File: src/rtl/tiny_dnn_pkg.sv
// tiny_dnn_pkg: shared bf16 type, max-pool ordering key, pool FSM states and window limit.
package tiny_dnn_pkg;
  typedef logic [15:0] bf16_t;
  typedef enum logic [1:0] {IDLE, RUN, DRAIN} pool_state_t;
  localparam int POOL_MAXWIN = 4;
  // Maps bf16 onto an unsigned key whose order is the numeric order, with -0 below +0.
  function automatic logic [15:0] bf16_key(input bf16_t x);
    return x[15] ? ~x : x ^ 16'h8000;
  endfunction
endpackage

File: src/rtl/tiny_dnn_pool_lane.sv
// tiny_dnn_pool_lane: one lane of the row buffer; running max (and argmax with TINY_DNN_POOL_PTR_EN).
module tiny_dnn_pool_lane
  import tiny_dnn_pkg::*;
#(
  parameter int MAXOW = 32
`ifdef TINY_DNN_POOL_PTR_EN
  , parameter int PTRW = 4
`endif
) (
  input  logic            clk,
  input  logic            we,
  input  logic            first,
  input  logic [4:0]      idx,
  input  bf16_t           x,
`ifdef TINY_DNN_POOL_PTR_EN
  input  logic [PTRW-1:0] ptr,
  output logic [PTRW-1:0] mptr,
`endif
  output bf16_t           mx
);
  bf16_t mem [MAXOW];
  logic take;
  // Strictly greater replaces, so ties keep the earliest element of the window.
  assign take = first || (bf16_key(x) > bf16_key(mem[idx]));
  assign mx = take ? x : mem[idx];
  always_ff @(posedge clk) if (we) mem[idx] <= mx;
`ifdef TINY_DNN_POOL_PTR_EN
  logic [PTRW-1:0] pmem [MAXOW];
  assign mptr = take ? ptr : pmem[idx];
  always_ff @(posedge clk) if (we) pmem[idx] <= mptr;
`endif
endmodule

File: src/rtl/tiny_dnn_pool_pn.sv
// tiny_dnn_pool_pn: runtime PHxPW max-pool over a row-major lane stream with valid/ready output.
// Define TINY_DNN_POOL_PTR_EN to add per-lane argmax pointers on dst_ptr.
module tiny_dnn_pool_pn
  import tiny_dnn_pkg::*;
#(
  parameter int LANES = 4,
  parameter int DW = 16,
  parameter int MAXOW = 32
`ifdef TINY_DNN_POOL_PTR_EN
  , parameter int PTRW = 4
`endif
) (
  input  logic                  clk,
  input  logic                  rst,
  input  logic                  start,
  input  logic [2:0]            ph,
  input  logic [2:0]            pw,
  input  logic [4:0]            ow,
  input  logic [4:0]            oh,
  input  logic                  src_valid,
  output logic                  src_ready,
  input  logic [LANES*DW-1:0]   src_data,
  output logic                  dst_valid,
  input  logic                  dst_ready,
  output logic [LANES*DW-1:0]   dst_data,
`ifdef TINY_DNN_POOL_PTR_EN
  output logic [LANES*PTRW-1:0] dst_ptr,
`endif
  output logic                  dst_last,
  output logic                  busy,
  output logic                  p_fin
);
  localparam int CW = $clog2(POOL_MAXWIN);
  pool_state_t state;
  logic [2:0] ph_q, pw_q;
  logic [4:0] ow_q, oh_q, oc, orow;
  logic [CW-1:0] c, r;
  logic acc, first, c_end, r_end, oc_end, o_end, done, last_in, fin;
  logic [LANES*DW-1:0] mx;
  assign src_ready = (state == RUN) && (!dst_valid || dst_ready);
  assign acc = src_valid && src_ready;
  assign first = (r == '0) && (c == '0);
  assign c_end = {1'b0, c} == pw_q - 3'd1;
  assign r_end = {1'b0, r} == ph_q - 3'd1;
  assign oc_end = oc == ow_q - 5'd1;
  assign o_end = orow == oh_q - 5'd1;
  assign done = r_end && c_end;
  assign last_in = done && oc_end && o_end;
  assign fin = (state == DRAIN) && dst_valid && dst_ready;
  assign busy = state != IDLE;
`ifdef TINY_DNN_POOL_PTR_EN
  logic [LANES*PTRW-1:0] mptr;
  logic [PTRW-1:0] wptr;
  assign wptr = PTRW'(r) * PTRW'(pw_q) + PTRW'(c);
`endif
  for (genvar i = 0; i < LANES; i++) begin : lane_g
    tiny_dnn_pool_lane #(
      .MAXOW(MAXOW)
`ifdef TINY_DNN_POOL_PTR_EN
      , .PTRW(PTRW)
`endif
    ) u_lane (
      .clk(clk),
      .we(acc),
      .first(first),
      .idx(oc),
      .x(src_data[i*DW +: DW]),
`ifdef TINY_DNN_POOL_PTR_EN
      .ptr(wptr),
      .mptr(mptr[i*PTRW +: PTRW]),
`endif
      .mx(mx[i*DW +: DW])
    );
  end
  always_ff @(posedge clk) begin
    if (rst || start) begin
      state <= rst ? IDLE : RUN;
      c <= '0;
      r <= '0;
      oc <= '0;
      orow <= '0;
      dst_valid <= 1'b0;
      dst_last <= 1'b0;
      dst_data <= '0;
      p_fin <= 1'b0;
`ifdef TINY_DNN_POOL_PTR_EN
      dst_ptr <= '0;
`endif
      if (!rst) begin
        ph_q <= ph;
        pw_q <= pw;
        ow_q <= ow;
        oh_q <= oh;
      end
    end else begin
      p_fin <= fin;
      if (fin) state <= IDLE;
      else if (acc && last_in) state <= DRAIN;
      if (acc) begin
        c <= c_end ? '0 : c + 1'b1;
        if (c_end) oc <= oc_end ? 5'd0 : oc + 5'd1;
        if (c_end && oc_end) r <= r_end ? '0 : r + 1'b1;
        if (c_end && oc_end && r_end) orow <= o_end ? 5'd0 : orow + 5'd1;
      end
      // A completing window reloads the single output register even while it is being accepted.
      if (acc && done) begin
        dst_valid <= 1'b1;
        dst_data <= mx;
        dst_last <= last_in;
`ifdef TINY_DNN_POOL_PTR_EN
        dst_ptr <= mptr;
`endif
      end else if (dst_ready) dst_valid <= 1'b0;
    end
  end
endmodule

File: config.mk
export PLATFORM = sky130hd
export DESIGN_NAME = tiny_dnn_pool_pn
export DESIGN_NICKNAME = d
export VERILOG_FILES = /design/src/rtl/tiny_dnn_pkg.sv /design/src/rtl/tiny_dnn_pool_lane.sv /design/src/rtl/tiny_dnn_pool_pn.sv
export SDC_FILE = /design/constraint.sdc
export NUM_CORES = 2
export LEC_CHECK = 0
export ABC_AREA = 1
export BUFFER_PORTS_ARGS = -buffer_cell sky130_fd_sc_hd__buf_2
export CORE_MARGIN = 2
export CORE_UTILIZATION = 33
export DETAILED_ROUTE_END_ITERATION = 6
export SLEW_MARGIN = 0
export SYNTH_ARGS = -nofsm -noshare
export SYNTH_HDL_FRONTEND = slang
export SYNTH_SLANG_ARGS = --single-unit
export TNS_END_PERCENT = 10
File: constraint.sdc
create_clock -name clk -period 9.4 [get_ports clk]
set_input_delay 0.47 -clock clk [delete_from_list [all_inputs] [get_ports clk]]
set_output_delay 0.47 -clock clk [all_outputs]
set_load 0.02 [all_outputs]
==> results.toml <==
[sta]
relSlewSlack = 0.0713
fin_crit_ns = 6.95
worstMarginPinSlew_ns = 1.39
slew_viol_final = 0
timing.fmax_mhz = 144
hold_viol = 0
fin_setup_tns_ns = 0
setup-violations-final = 0
period_share = 0.740
rsz0062_at_grt = "false"
finClkSkew_ns = 0.0898

[grt]
grt_max_degree = 231
antenna_found_initial = 23
grt_usage = 0.199
grt_pass1_wl_um = 406000
first_global_vias = 58200
gr-total-overflow = 0

[final_layout]
nNetsFinal = 8073
drive_above_1_share = 0.0798
final_area_um2 = 101000
area_growth_pct = 12.3
instances_no_fill = 11700
fin_util = 0.373

[cts]
cts_buffers = 208
cts-htree-levels = 4
cts_tree = "done"
clkLatencyLatePin_ns = 0.89
clkTransAtPathRegs_ns = 0.06
cts.sinks = 2152
cts_root_buf = "clkbuf_16"
clock_path_buffers = 3
post-cts-setup-buffer-count = 0

[synthesis]
async_flop_share = 0
synth.avg_cell_area_um2 = 11.4
ys_seq_area_frac = 0.708
synthTopCellsByArea = "edfxtp_1 (69%), nand2_1 (11%), nand3_1 (10%), dfxtp_1 (1.9%), buf_2 (1.4%)"
yosys_warnings = 0
synth_cells = 7868
synth_edf_count = 2066
synth_fp_nets = 8028
syn_area_um2 = 90000
ys_ff_latch = 2152
yosys-top-cells-count = "nand2_1 (2,716), edfxtp_1 (2,066), nand3_1 (1,884)"
synth-main-ff-cell = "edfxtp_1"
synth.most_common_cell = "nand2_1"
synth_top_cell_by_area = "edfxtp_1"
synth.distinct_cells = 34
yosysTopAreaCellShare = 0.689

[setup_path]
worstPathArrival_ns = 7.44
setup.worst_path.start_class = "flip-flop"
cp_max_fo = 230
crit_slowest_cell = "dfxtp_4"
reg2reg_slack_ns = 2.45
cp_data_required_time_ns = 9.89
r2r-end = "lane_g[0].u_lane.mem[21][3]"
crit_chain = "inv_16, buf_4, nand2_1, nand3_1, nand3_1, nand3_1, nand3_1, nand2_1, xnor2_1, ha_1, nand4_1, nor2_1, nand3_1, a21oi_2, buf_4, nand2_1, nand2_1"
crit_top_cell = "nand3_1"
r2r_cells = 17
crit_end = "lane_g[0].u_lane.mem[21][3]"
cp_slowest_stage_delay_ns = 0.92
critical_path_class = "flip-flop to flip-flop"
cp-end-kind = "flip-flop"

[routing]
vias_per_cell = 5.30
first_iter_violations = 7828
routed_wl_um = 283000
drt_pass1_iterations = 6
num_vias = 61800
wl_per_cell_um = 24.3
remaining_drc_errors = 0
ant_nets = 0

[power_and_ir_drop]
leakage_nw = 36.1
irDropWorstVdd_uv = 168
power.total_w = 0.0195
powerDensity_nw_per_um2 = 193

[floorplan]
ioPinCount = 154
die_h_um = 526
die-area_um2 = 277000
die_x_um = 526
rows = 191
fp.coreArea_um2 = 271000
start_util = 0.332

[placement]
dpl_cell_area_um2 = 94000
routabilityCongestion = 0.818
dpl.cell_count = 11200
io_buffers = 153
dp_hpwl_um = 142000

[flow_run]
cap_violations = 0

[hold_path]
hold_class = "primary input to flip-flop"
holdPathStages = 5

[run_status]
status = "finished clean"
-- through the flow --
step	hold WS, ns	setup slack (ns)
final	0.0674	2.45
after global placement	0.460	2.71
after floorplan	0.465	4.85
after CTS	0.0111	2.60
after detailed placement	0.469	2.64
after global routing	0.0571	2.18
-- flip-flops by register name, indices dropped and copies added (netlist names), named ones only --
register,count
ph_q,3
oc,5
pw_q,3
lane_g.u_lane.mem,2048
c,2
orow,5
dst_last,1
dst_valid,1
p_fin,1
ow_q,5
state,2
dst_data,64
oh_q,5
r,2
-- where the power goes --
part | internal, W | total [W] | leakage, nW | switching, W
Combinational | 0.000159 | 0.000644 | 13.5 | 0.000485
Sequential | 0.0106 | 0.0106 | 19.3 | 0.00000892
Clock | 0.00447 | 0.00819 | 3.25 | 0.00372
Total | 0.0153 | 0.0195 | 36.1 | 0.00421
-- cell families (layout without fill, tap and decap cells) --
group	count (synthesis)	count (layout)	synth area share
AND/OR/NAND/NOR	4843	4843	0.229
flip-flops	2152	2152	0.708
buffers and inverters	607	824	0.0351
XOR/XNOR	138	138	0.0135
adder cells (fa/ha/maj)	75	75	0.0104
AO/OA/AOI/OAI	53	53	0.00311
other	0	12	0
-- repair_timing --
item,in CTS,in global routing
hold buffers,37,0
endpoints found under the setup margin,0,0
endpoints found under the hold margin,39,0
resized for setup,0,0
-- layer usage --
layer,vias up,global-route usage,share of wire
met5,-,0,0.00014
met4,6,0.0834,0.042
met3,532,0.0300,0.085
met2,3012,0.322,0.47
met1,30800,0.266,0.40
li1,27500,-,-
-- cell usage in the layout (no fill, tap or decap), types with 3 or more instances in the layout --
cell           count
bufinv_16         10
clkinvlp_4         8
or2_2              3
nand3_2            3
nand3_1         1884
nand4_1            8
a21oi_2            4
buf_12            12
xor2_1            68
o21ai_0            9
clkbuf_16        208
edfxtp_1        2066
clkinv_1          42
nor2_4            33
dfxtp_4            5
dlygate4sd3_1     37
nand2_1         2716
inv_16             3
nor3_1             8
clkinv_2          49
dfxtp_1           81
clkbuf_8          13
buf_4            114
a21oi_1           32
xnor2_1           69
nor2_1           180
diode_2           12
inv_1            119
ha_1              75
buf_2            153
clkbuf_1          37
nand2_4            4
a21o_1             4
clkinv_16         10
inv_6              3
-- critical path: cells and delay by family (launching register included) --
family / cells / cell delay [ns]
simple gates: 11 / 2.47
buf+inv: 3 / 1.49
xor+xnor: 1 / 0.16
flops: 1 / 0.92
compound gates: 1 / 0.65
fa+ha+maj: 1 / 0.31
-- layout make-up --
type / instances / area (um^2)
inverter: 126 / 518
sequential: 2152 / 63800
antenna: 12 / 30.0
multi-input combinational: 5109 / 23300
timing repair buffer: 316 / 2230
clock buffer: 258 / 5520
tap: 3570 / 4470
fill: 26100 / 170000
clock inverter: 124 / 1140
-- how the worst min path moves through the flow --
stage	startpoint	slack, ns	endpoint
after floorplan	r[0]	0.46	r[0]
after global placement	dst_last	0.46	dst_last
after detailed placement	dst_last	0.47	dst_last
after CTS	src_data[2]	0.01	dst_data[2]
after global routing	src_data[12]	0.06	dst_data[12]
final	src_data[41]	0.07	dst_data[41]
Power figures use the tool's default switching activity.
